## src/rtl/spi_slave_if_if.sv

```systemverilog
// spi_slave_if_if: byte handshake and SPI pin bundle for spi_slave_if
interface spi_slave_if_if;
  logic       rx_dv;
  logic [7:0] rx_byte;
  logic       tx_dv;
  logic [7:0] tx_byte;
  logic       spi_clk;
  logic       spi_miso;
  logic       spi_mosi;
  logic       spi_cs_n;
  modport slave (
    output rx_dv, rx_byte, spi_miso,
    input  tx_dv, tx_byte, spi_clk, spi_mosi, spi_cs_n
  );
  modport master (
    input  rx_dv, rx_byte, spi_miso,
    output tx_dv, tx_byte, spi_clk, spi_mosi, spi_cs_n
  );
endinterface

```

## src/rtl/spi_slave_if.sv

```systemverilog
// spi_slave_if: oversampled SPI slave byte shifter; SPI_SLAVE_MISO_TRISTATE_EN floats MISO while deselected
module spi_slave_if #(
  parameter int SPI_MODE = 0
) (
  input logic           clk,
  input logic           reset_n,
  spi_slave_if_if.slave bus
);
  localparam logic [1:0] MODE = 2'(SPI_MODE);
  localparam logic CPOL = MODE[1];
  localparam logic CPHA = MODE[0];
  logic sck_s1, sck_s2, sck_d, mosi_s1, mosi_s2, cs_s1, cs_s2, cs_d;
  logic [1:0] warm;
  logic armed, byte_done, miso_q, rx_dv_q;
  logic [2:0] cnt;
  logic [7:0] rx_sr, rx_byte_q, tx_hold, tx_sr;
  logic rise, fall, sample_edge, shift_edge, active, cs_fall;
  assign rise        = sck_s2 & ~sck_d;
  assign fall        = ~sck_s2 & sck_d;
  assign sample_edge = (CPOL == CPHA) ? rise : fall;
  assign shift_edge  = (CPOL == CPHA) ? fall : rise;
  // armed only once CS has truly been seen high, so a frame caught mid-flight by reset is ignored
  assign active      = armed & ~cs_s2;
  assign cs_fall     = cs_d & ~cs_s2;
  always_ff @(posedge clk or negedge reset_n) begin
    if (!reset_n) begin
      sck_s1    <= CPOL;
      sck_s2    <= CPOL;
      sck_d     <= CPOL;
      mosi_s1   <= 1'b0;
      mosi_s2   <= 1'b0;
      cs_s1     <= 1'b1;
      cs_s2     <= 1'b1;
      cs_d      <= 1'b1;
      warm      <= 2'b00;
      armed     <= 1'b0;
      byte_done <= 1'b0;
      rx_dv_q   <= 1'b0;
      cnt       <= 3'd0;
      rx_sr     <= 8'h00;
      rx_byte_q <= 8'h00;
      tx_hold   <= 8'h00;
      tx_sr     <= 8'h00;
      miso_q    <= 1'b0;
    end else begin
      sck_s1    <= bus.spi_clk;
      sck_s2    <= sck_s1;
      sck_d     <= sck_s2;
      mosi_s1   <= bus.spi_mosi;
      mosi_s2   <= mosi_s1;
      cs_s1     <= bus.spi_cs_n;
      cs_s2     <= cs_s1;
      cs_d      <= cs_s2;
      warm      <= {warm[0], 1'b1};
      armed     <= armed | (warm[1] & cs_s2);
      rx_dv_q   <= byte_done;
      byte_done <= 1'b0;
      if (byte_done) rx_byte_q <= rx_sr;
      if (bus.tx_dv) tx_hold <= bus.tx_byte;
      if (!active) cnt <= 3'd0;
      else begin
        if (sample_edge) begin
          rx_sr     <= {rx_sr[6:0], mosi_s2};
          cnt       <= cnt + 3'd1;
          byte_done <= (cnt == 3'd7);
          if (cnt == 3'd7) tx_sr <= tx_hold;
        end
        if (shift_edge) begin
          miso_q <= tx_sr[7];
          tx_sr  <= {tx_sr[6:0], 1'b0};
        end
      end
      // CPHA=0 presents bit7 straight away, so the shift register keeps only the remaining bits
      if (cs_fall) begin
        miso_q <= tx_hold[7];
        tx_sr  <= CPHA ? tx_hold : {tx_hold[6:0], 1'b0};
      end
    end
  end
  assign bus.rx_dv   = rx_dv_q;
  assign bus.rx_byte = rx_byte_q;
`ifdef SPI_SLAVE_MISO_TRISTATE_EN
  assign bus.spi_miso = cs_s2 ? 1'bz : miso_q;
`else
  assign bus.spi_miso = cs_s2 ? 1'b0 : miso_q;
`endif
endmodule

```

## src/flat_wrapper.sv

```systemverilog
// flat-port wrapper written by rule: the top's interface ports become plain ports
module spi_slave_if_flat 
#(
  parameter int SPI_MODE = 0
)
  (clk, reset_n, bus_rx_dv, bus_rx_byte, bus_spi_miso, bus_tx_dv, bus_tx_byte, bus_spi_clk, bus_spi_mosi, bus_spi_cs_n);
  spi_slave_if_if bus_i ();
  input logic clk;
  input logic reset_n;
  output wire logic [$bits(bus_i.rx_dv)-1:0] bus_rx_dv;
  output wire logic [$bits(bus_i.rx_byte)-1:0] bus_rx_byte;
  output wire logic [$bits(bus_i.spi_miso)-1:0] bus_spi_miso;
  input wire logic [$bits(bus_i.tx_dv)-1:0] bus_tx_dv;
  input wire logic [$bits(bus_i.tx_byte)-1:0] bus_tx_byte;
  input wire logic [$bits(bus_i.spi_clk)-1:0] bus_spi_clk;
  input wire logic [$bits(bus_i.spi_mosi)-1:0] bus_spi_mosi;
  input wire logic [$bits(bus_i.spi_cs_n)-1:0] bus_spi_cs_n;
  assign bus_rx_dv = bus_i.rx_dv;
  assign bus_rx_byte = bus_i.rx_byte;
  assign bus_spi_miso = bus_i.spi_miso;
  assign bus_i.tx_dv = bus_tx_dv;
  assign bus_i.tx_byte = bus_tx_byte;
  assign bus_i.spi_clk = bus_spi_clk;
  assign bus_i.spi_mosi = bus_spi_mosi;
  assign bus_i.spi_cs_n = bus_spi_cs_n;
  spi_slave_if #(.SPI_MODE(SPI_MODE)) u_core (.clk(clk), .reset_n(reset_n), .bus(bus_i));
endmodule
```

## config.mk

```make
export PLATFORM = sky130hd
export DESIGN_NAME = spi_slave_if_flat
export DESIGN_NICKNAME = d
export VERILOG_FILES = /design/src/rtl/spi_slave_if_if.sv /design/src/rtl/spi_slave_if.sv /design/src/flat_wrapper.sv
export SDC_FILE = /design/constraint.sdc
export NUM_CORES = 1
export LEC_CHECK = 0
export CAP_MARGIN = 20
export CORE_MARGIN = 1.5
export CORE_UTILIZATION = 30
export DETAILED_ROUTE_END_ITERATION = 12
export SYNTH_ARGS = -nofsm -noshare
export SYNTH_HDL_FRONTEND = slang
export SYNTH_SLANG_ARGS = --single-unit
export TNS_END_PERCENT = 100
```

## constraint.sdc

```tcl
create_clock -name clk -period 1.4 [get_ports clk]
set_input_delay 0.42 -clock clk [delete_from_list [all_inputs] [get_ports clk]]
set_output_delay 0.42 -clock clk [all_outputs]
set_load 0.005 [all_outputs]
```

==> metrics.md, run 1 <==
| Metric | Value |
|---|---|
| Sw power | 703 µW |
| Violated checks | setup timing |
| IO Port Bufs | 23 |
| Vias per cell | 4.29 |
| CTS buffer count | 5 |
| Fin Hold WS | 79.8 ps |
| Power per Cell Area | 1200 nW/µm² |
| Ys async rst share | 1.00 |
| CTS tree | yes |
| Post-synth EDFFs | 0 |
| Clk_lat worst skew | 300 ps |
| Core Region | 6350 µm² |
| Worst Setup SP | u_core.cnt[1] |
| First-pass GRT wire length | 5.52 mm |
| Fin crit share | 1.12 |
| Clk sinks | 49 |
| Sequential share of the synthesized area | 0.627 |
| Slew Viols, Final | 0 |
| Worst vdd ir | 661 µV |
| Setup violations, final | 9 |
| Syn Area/Cell | 13.8 µm² |
| Fill cells | 593 |
| Final worst slack | -175 ps |
| Crit start category | flop |
| Max-cap violation count | 0 |
| Crit path kind | reg2reg |
| Max H-tree Level | 2 |
| Post-Syn Instances | 142 |
| Top FF cell, synth | dfrtp_1 |
| WL/cell | 11.4 µm |
| Largest net degree at the start of global routing | 50 |
| R2R cell count | 6 |
| Number of global-route vias before repair | 1159 |
| Clock Power Share | 0.276 |
| Worst EP required | 1580 ps |
| Total die area | 7040 µm² |
| Final setup TNS | -1390 ps |
| Area Growth Syn to Fin | 28.2% |
| RD Place Congestion | 0.763 |
| Yosys reg bits | 49 |
| Clock Root Buffer | clkbuf_8 |
| Final Hold Fails | 0 |
| RSZ-0062 raised after global routing | yes |
| Non-filler instance count after layout | 259 |
| Unique masters post-synth | 26 |
| Share of cells above drive strength 1 | 0.374 |
| Router iterations before antenna repair | 4 |
| All-Layer GR Usage | 0.0983 |
| Fin Clk Skew | 6.85 ps |
| Worst R2R Start | u_core.cnt[1] |
| Final wirelength | 2.95 mm |
| Clock Pin Slew Worst Setup and Hold Paths | 90 ps |
| Routed Antenna Nets | 0 |
| Syn_nets | 158 |
| Tmin final | 1570 ps |
| Clock buffer depth | 2 |
| Routed via count | 1112 |
| Comb pwr share | 0.145 |
| N_diodes | 0 |
| IO Pins | 24 |
| Final HPWL DP | 2.15 mm |
| Chip Height | 83.9 µm |
| Endpoint class of the critical path | flop |
| Sw frac | 0.234 |
| Synth Warn # | 0 |
| HP Class | in2async |
| Layout Utilization | 0.396 |
| 1st-iter DRT viols | 55 |
| Initial antenna violation count | 0 |
| Maximum clock rate | 635 MHz |
| R2R Setup Slk | -170 ps |
| Remaining DRCs | 0 |
| Crit path arrival time | 1760 ps |
| Crit Path Max Fanout | 8 |
| Status | finished with violations |
| Congestion Overflow GR | 0 |
| Site Rows | 29 |
| Inst Count DP | 249 |
| Starting utilization of the core area | 0.309 |
| Reg-to-Reg End | u_core.tx_sr[4] |
| Mapped cell area | 1960 µm² |
| Reg power frac | 0.579 |
| DIE WIDTH | 83.9 µm |
| Internal Power | 2310 µW |
| Final #Nets | 197 |
| Pleak | 0.00117 µW |
power groups by stage:
stage	clock (µW)	sequential [µW]	combinational (µW)
after floorplan	0	1730	303
after global placement	0	1770	433
after detailed placement	0	1770	441
after CTS	884	1750	443
after global routing	964	1780	484
final	831	1740	436
cell families after synthesis:
family,Yosys count,share of synthesized area
buf+inv,7,0.0204
compound gates,11,0.0370
fa+ha+maj,2,0.0127
xor+xnor,1,0.00446
simple gates,36,0.0829
flops,49,0.627
other cells,1,0.00191
mux,35,0.214
how the worst max path moves through the flow:
| stage | to | slack [ps] |
|---|---|---|
| 4_1_cts | u_core.tx_sr[4] | -190 |
| 5_1_grt | u_core.tx_sr[5] | -230 |
| 3_3_place_gp | u_core.tx_sr[4] | -140 |
| 2_1_floorplan | u_core.tx_sr[0] | -100 |
| 3_5_place_dp | u_core.tx_sr[6] | -170 |
| 6_report | u_core.tx_sr[4] | -170 |
Yosys cell counts, types with 2 or more instances:
cell type	instances	share of area
mux2_4	8	0.061
mux2i_1	3	0.015
nor2b_1	2	0.0064
a31oi_1	7	0.022
ha_1	2	0.013
dfstp_2	3	0.040
mux2_2	24	0.14
nor2_1	12	0.023
clkbuf_1	3	0.0057
nand2b_1	3	0.0096
buf_2	2	0.0051
dfrtp_1	46	0.59
nand2_1	14	0.027
per-layer routing:
| metal | wire (µm) | track usage | vias to the layer above |
|---|---|---|---|
| met5 | 0 | 0 | - |
| met4 | 77 | 0.0537 | 0 |
| met3 | 94 | 0.0257 | 7 |
| met2 | 1350 | 0.145 | 17 |
| met1 | 1420 | 0.131 | 529 |
| li1 | - | - | 559 |
registers in the layout, summed over array words and instances, names as in the netlist, 2 cells and up:
signal and count:
u_core.tx_hold 8, u_core.tx_sr 8, u_core.cnt 3, u_core.rx_sr 8, u_core.bus.rx_byte 8, u_core.warm 2
per-stage QoR:
stage / area (µm²) / setup slack [ps] / power (µW)
6_report: 2520 / -175 / 3010
5_1_grt: 2520 / -229 / 3230
4_1_cts: 2490 / -186 / 3070
3_5_place_dp: 2400 / -174 / 2220
3_3_place_gp: 2400 / -139 / 2210
2_1_floorplan: 1980 / -97.1 / 2030
critical path: stages, from the launching register on:
cell and delay (ps):
dfrtp_1 390, ha_2 200, ha_4 160, a21oi_2 110
o21a_1 160, buf_12 140, mux2_4 290
layout make-up:
type / instances / area [µm²] / area share
Timing Repair Buffer: 39 / 377 / 0.150
Tap cell: 77 / 96.3 / 0.0383
Sequential cell: 49 / 1230 / 0.489
Multi-Input combinational cell: 86 / 717 / 0.285
Clock inverter: 2 / 13.8 / 0.00547
Clock buffer: 6 / 82.6 / 0.0328
cell usage in the layout, fill, tap and decap left out:
| master | synthesis | layout |
|---|---|---|
| a31oi_1 | 7 | 7 |
| a21o_1 | 1 | 1 |
| nand2b_2 | 0 | 1 |
| nor2_1 | 12 | 12 |
| nor2b_1 | 2 | 1 |
| dfstp_2 | 3 | 3 |
| clkinv_4 | 0 | 1 |
| clkinv_2 | 0 | 1 |
| conb_1 | 1 | 1 |
| dfrtp_1 | 46 | 46 |
| dlygate4sd2_1 | 0 | 1 |
| and2_1 | 1 | 1 |
| nor2b_2 | 0 | 1 |
| xnor2_1 | 1 | 1 |
| mux2_4 | 8 | 8 |
| ha_4 | 0 | 1 |
| a21oi_1 | 1 | 1 |
| clkbuf_8 | 0 | 6 |
| buf_12 | 0 | 3 |
| a21oi_2 | 1 | 1 |
| clkdlybuf4s15_1 | 0 | 8 |
| buf_4 | 1 | 13 |
| or2b_4 | 0 | 1 |
| ha_2 | 0 | 1 |
| nand2b_1 | 3 | 2 |
| clkdlybuf4s50_1 | 0 | 12 |
| nor2_2 | 1 | 1 |
| and2b_1 | 1 | 1 |
| nand2_1 | 14 | 14 |
| buf_2 | 2 | 1 |
| mux2i_1 | 3 | 3 |
| mux2_2 | 24 | 24 |
| clkbuf_2 | 0 | 1 |
| o21a_1 | 1 | 1 |
| and3_1 | 1 | 1 |
timing repair:
item,CTS,global route
buffers inserted,1,1
gates resized for setup,11,12
hold buffers,0,0
endpoints found under the setup margin,18,20
pin swaps,1,0
No activity file was read; power rests on OpenSTA's default activity.
==> run 2: changes to the inputs <==
- CORE_UTILIZATION: 30 -> 49
- PLACE_DENSITY: unset -> 0.74
- clock period: 1.4 -> 1.35 ns (I/O delays scaled with it)
==> run 2 against run 1 <==
Compared with the run above: the run still ends with setup timing left; combinational power up 8.7%; register-to-register slack worse by 50 ps; cell area up 0.25%; die area down 38%; power up 11%; clock skew down 0.89 ps; critical path type unchanged.
==> metrics.md, run 2 (synthesis gave the netlist of run 1 again) <==
| Metric | Value |
|---|---|
| Status | finished with violations |
| Violated checks | setup timing |
| WL/cell | 14.3 µm |
| Final Total Pwr | 3330 µW |
| Fill cells | 301 |
| Commonest cells after routing, fill and taps aside | dfrtp_1 (46), mux2_2 (24), nand2_1 (14), buf_4 (13), clkdlybuf4s50_1 (12) |
| Final #Nets | 197 |
| All-Layer GR Usage | 0.171 |
| Final wirelength | 3.29 mm |
| Vias per cell | 5.07 |
| RSZ-0062 raised after global routing | yes |
| Reg-to-Reg End | u_core.tx_sr[4] |
| Max-cap violation count | 0 |
| Pleak | 0.00119 µW |
| RD Place Congestion | 0.772 |
| Number of global-route vias before repair | 1201 |
| IO Pins | 24 |
| Worst vdd ir | 813 µV |
| Most common cell after layout, fill and taps aside | dfrtp_1 |
| Sw power | 739 µW |
| IO Port Bufs | 23 |
| Final Hold Fails | 0 |
| Final HPWL DP | 2.24 mm |
| Internal Power | 2590 µW |
| Routed via count | 1165 |
| Core Region | 3740 µm² |
| Site Rows | 22 |
| Clock buffer depth | 2 |
| Crit-path leading delay family | flip-flops |
| R2R cell count | 6 |
| Setup violations, final | 10 |
| Chip Height | 66.3 µm |
| Fin Clk Skew | 5.96 ps |
| CTS buffer count | 5 |
| Share of cells above drive strength 1 | 0.374 |
| Crit path arrival time | 1760 ps |
| Fin crit share | 1.17 |
| First-pass GRT wire length | 5.44 mm |
| Maximum clock rate | 635 MHz |
| Clock Power Share | 0.313 |
| Area Growth Syn to Fin | 28.5% |
| Clock Root Buffer | clkbuf_8 |
| Worst R2R Start | u_core.cnt[1] |
| Slowest stage delay, CP | 400 ps |
| Max H-tree Level | 2 |
| CP endpoint | u_core.tx_sr[4] |
| Number of cells on the critical path | 6 |
| Placed cell area | 2360 µm² |
| DIE WIDTH | 66.3 µm |
| Router iterations before antenna repair | 5 |
| # hold bufs at CTS | 0 |
| N_diodes | 0 |
| CP cell instances | ha_2, ha_4, a21oi_2, o21a_1, buf_12, mux2_4 |
| Clock Pin Slew Worst Setup and Hold Paths | 80 ps |
| Remaining DRCs | 0 |
| Worst path slowest cell | dfrtp_1 |
| Crit Path Max Fanout | 8 |
| Clk sinks | 49 |
| Comb pwr share | 0.143 |
| Crit start category | flop |
| CTS tree | yes |
| Endpoint class of the critical path | flop |
| Tmin final | 1580 ps |
| Sw frac | 0.222 |
| Final worst slack | -226 ps |
| Worst EP required | 1530 ps |
| Power per Cell Area | 1320 nW/µm² |
| 1st-iter DRT viols | 79 |
| Slew Viols, Final | 0 |
| Reg power frac | 0.545 |
| HP Class | in2async |
| Crit path kind | reg2reg |
| Initial antenna violation count | 0 |
| Largest net degree at the start of global routing | 50 |
| Bufs and invs on worst path | 1 |
| Starting utilization of the core area | 0.524 |
| Routed Antenna Nets | 0 |
| Clk_lat worst skew | 290 ps |
| Final Cell Area | 2520 µm² |
| Total die area | 4400 µm² |
| Worst Setup SP | u_core.cnt[1] |
| Congestion Overflow GR | 0 |
| R2R Setup Slk | -230 ps |
==> run 2: final cells by class <==
class,count,area [µm²],area share
Clock buffer,7,86.3,0.0342
Clock inverter,1,30.0,0.0119
Multi-Input combinational cell,86,739,0.293
Sequential cell,49,1230,0.488
Tap cell,48,60.1,0.0238
Timing Repair Buffer,39,377,0.149
==> run 2: metal layers <==
metal	up-vias	share of wire	global-route usage
met5	-	0	0
met4	0	0.023	0.0893
met3	8	0.046	0.0409
met2	29	0.50	0.275
met1	568	0.43	0.214
li1	560	-	-
==> run 2: power by group through the flow <==
stage                     combinational, µW  sequential, µW  clock [µW]
after CTS                               469            1810        1070
after global routing                    521            1840        1130
after global placement                  440            1820           0
after detailed placement                465            1830           0
final                                   474            1810        1040
after floorplan                         315            1790           0
==> run 2: through the flow <==
stage | TNS, ps | cells | worst slack [ps] | hold WS, ps | utilization
after floorplan | -1200 | 142 | -147 | 109 | -
after global placement | -2510 | 219 | -189 | 334 | 0.630
after detailed placement | -3060 | 219 | -244 | 341 | 0.630
after CTS | -2790 | 228 | -240 | 79.7 | 0.661
after global routing | -2550 | 230 | -276 | 88.0 | 0.674
final | -1900 | 230 | -226 | 82.7 | 0.674
==> run 2: worst reg2reg max path, cell delays in order (launching register included) <==
cell     delay (ps)
dfrtp_1         400
ha_2            210
ha_4            160
a21oi_2         100
o21a_1          160
buf_12          150
mux2_4          300
==> run 2: how the worst min path moves through the flow <==
stage                         from              to  slack (ps)  cells past startpoint
floorplan                  reset_n    u_core.armed         110                      0
global placement    u_core.mosi_s1  u_core.mosi_s2         330                      0
detailed placement  u_core.warm[0]  u_core.warm[1]         340                      0
CTS                        reset_n   u_core.sck_s1          80                      2
global route               reset_n  u_core.warm[1]          90                      2
finish                     reset_n  u_core.warm[1]          80                      2
==> run 2: what timing repair did <==
item,CTS,global route
setup endpoints to repair,26,22
setup buffers,1,2
gates resized for setup,15,11
pin swaps,2,1
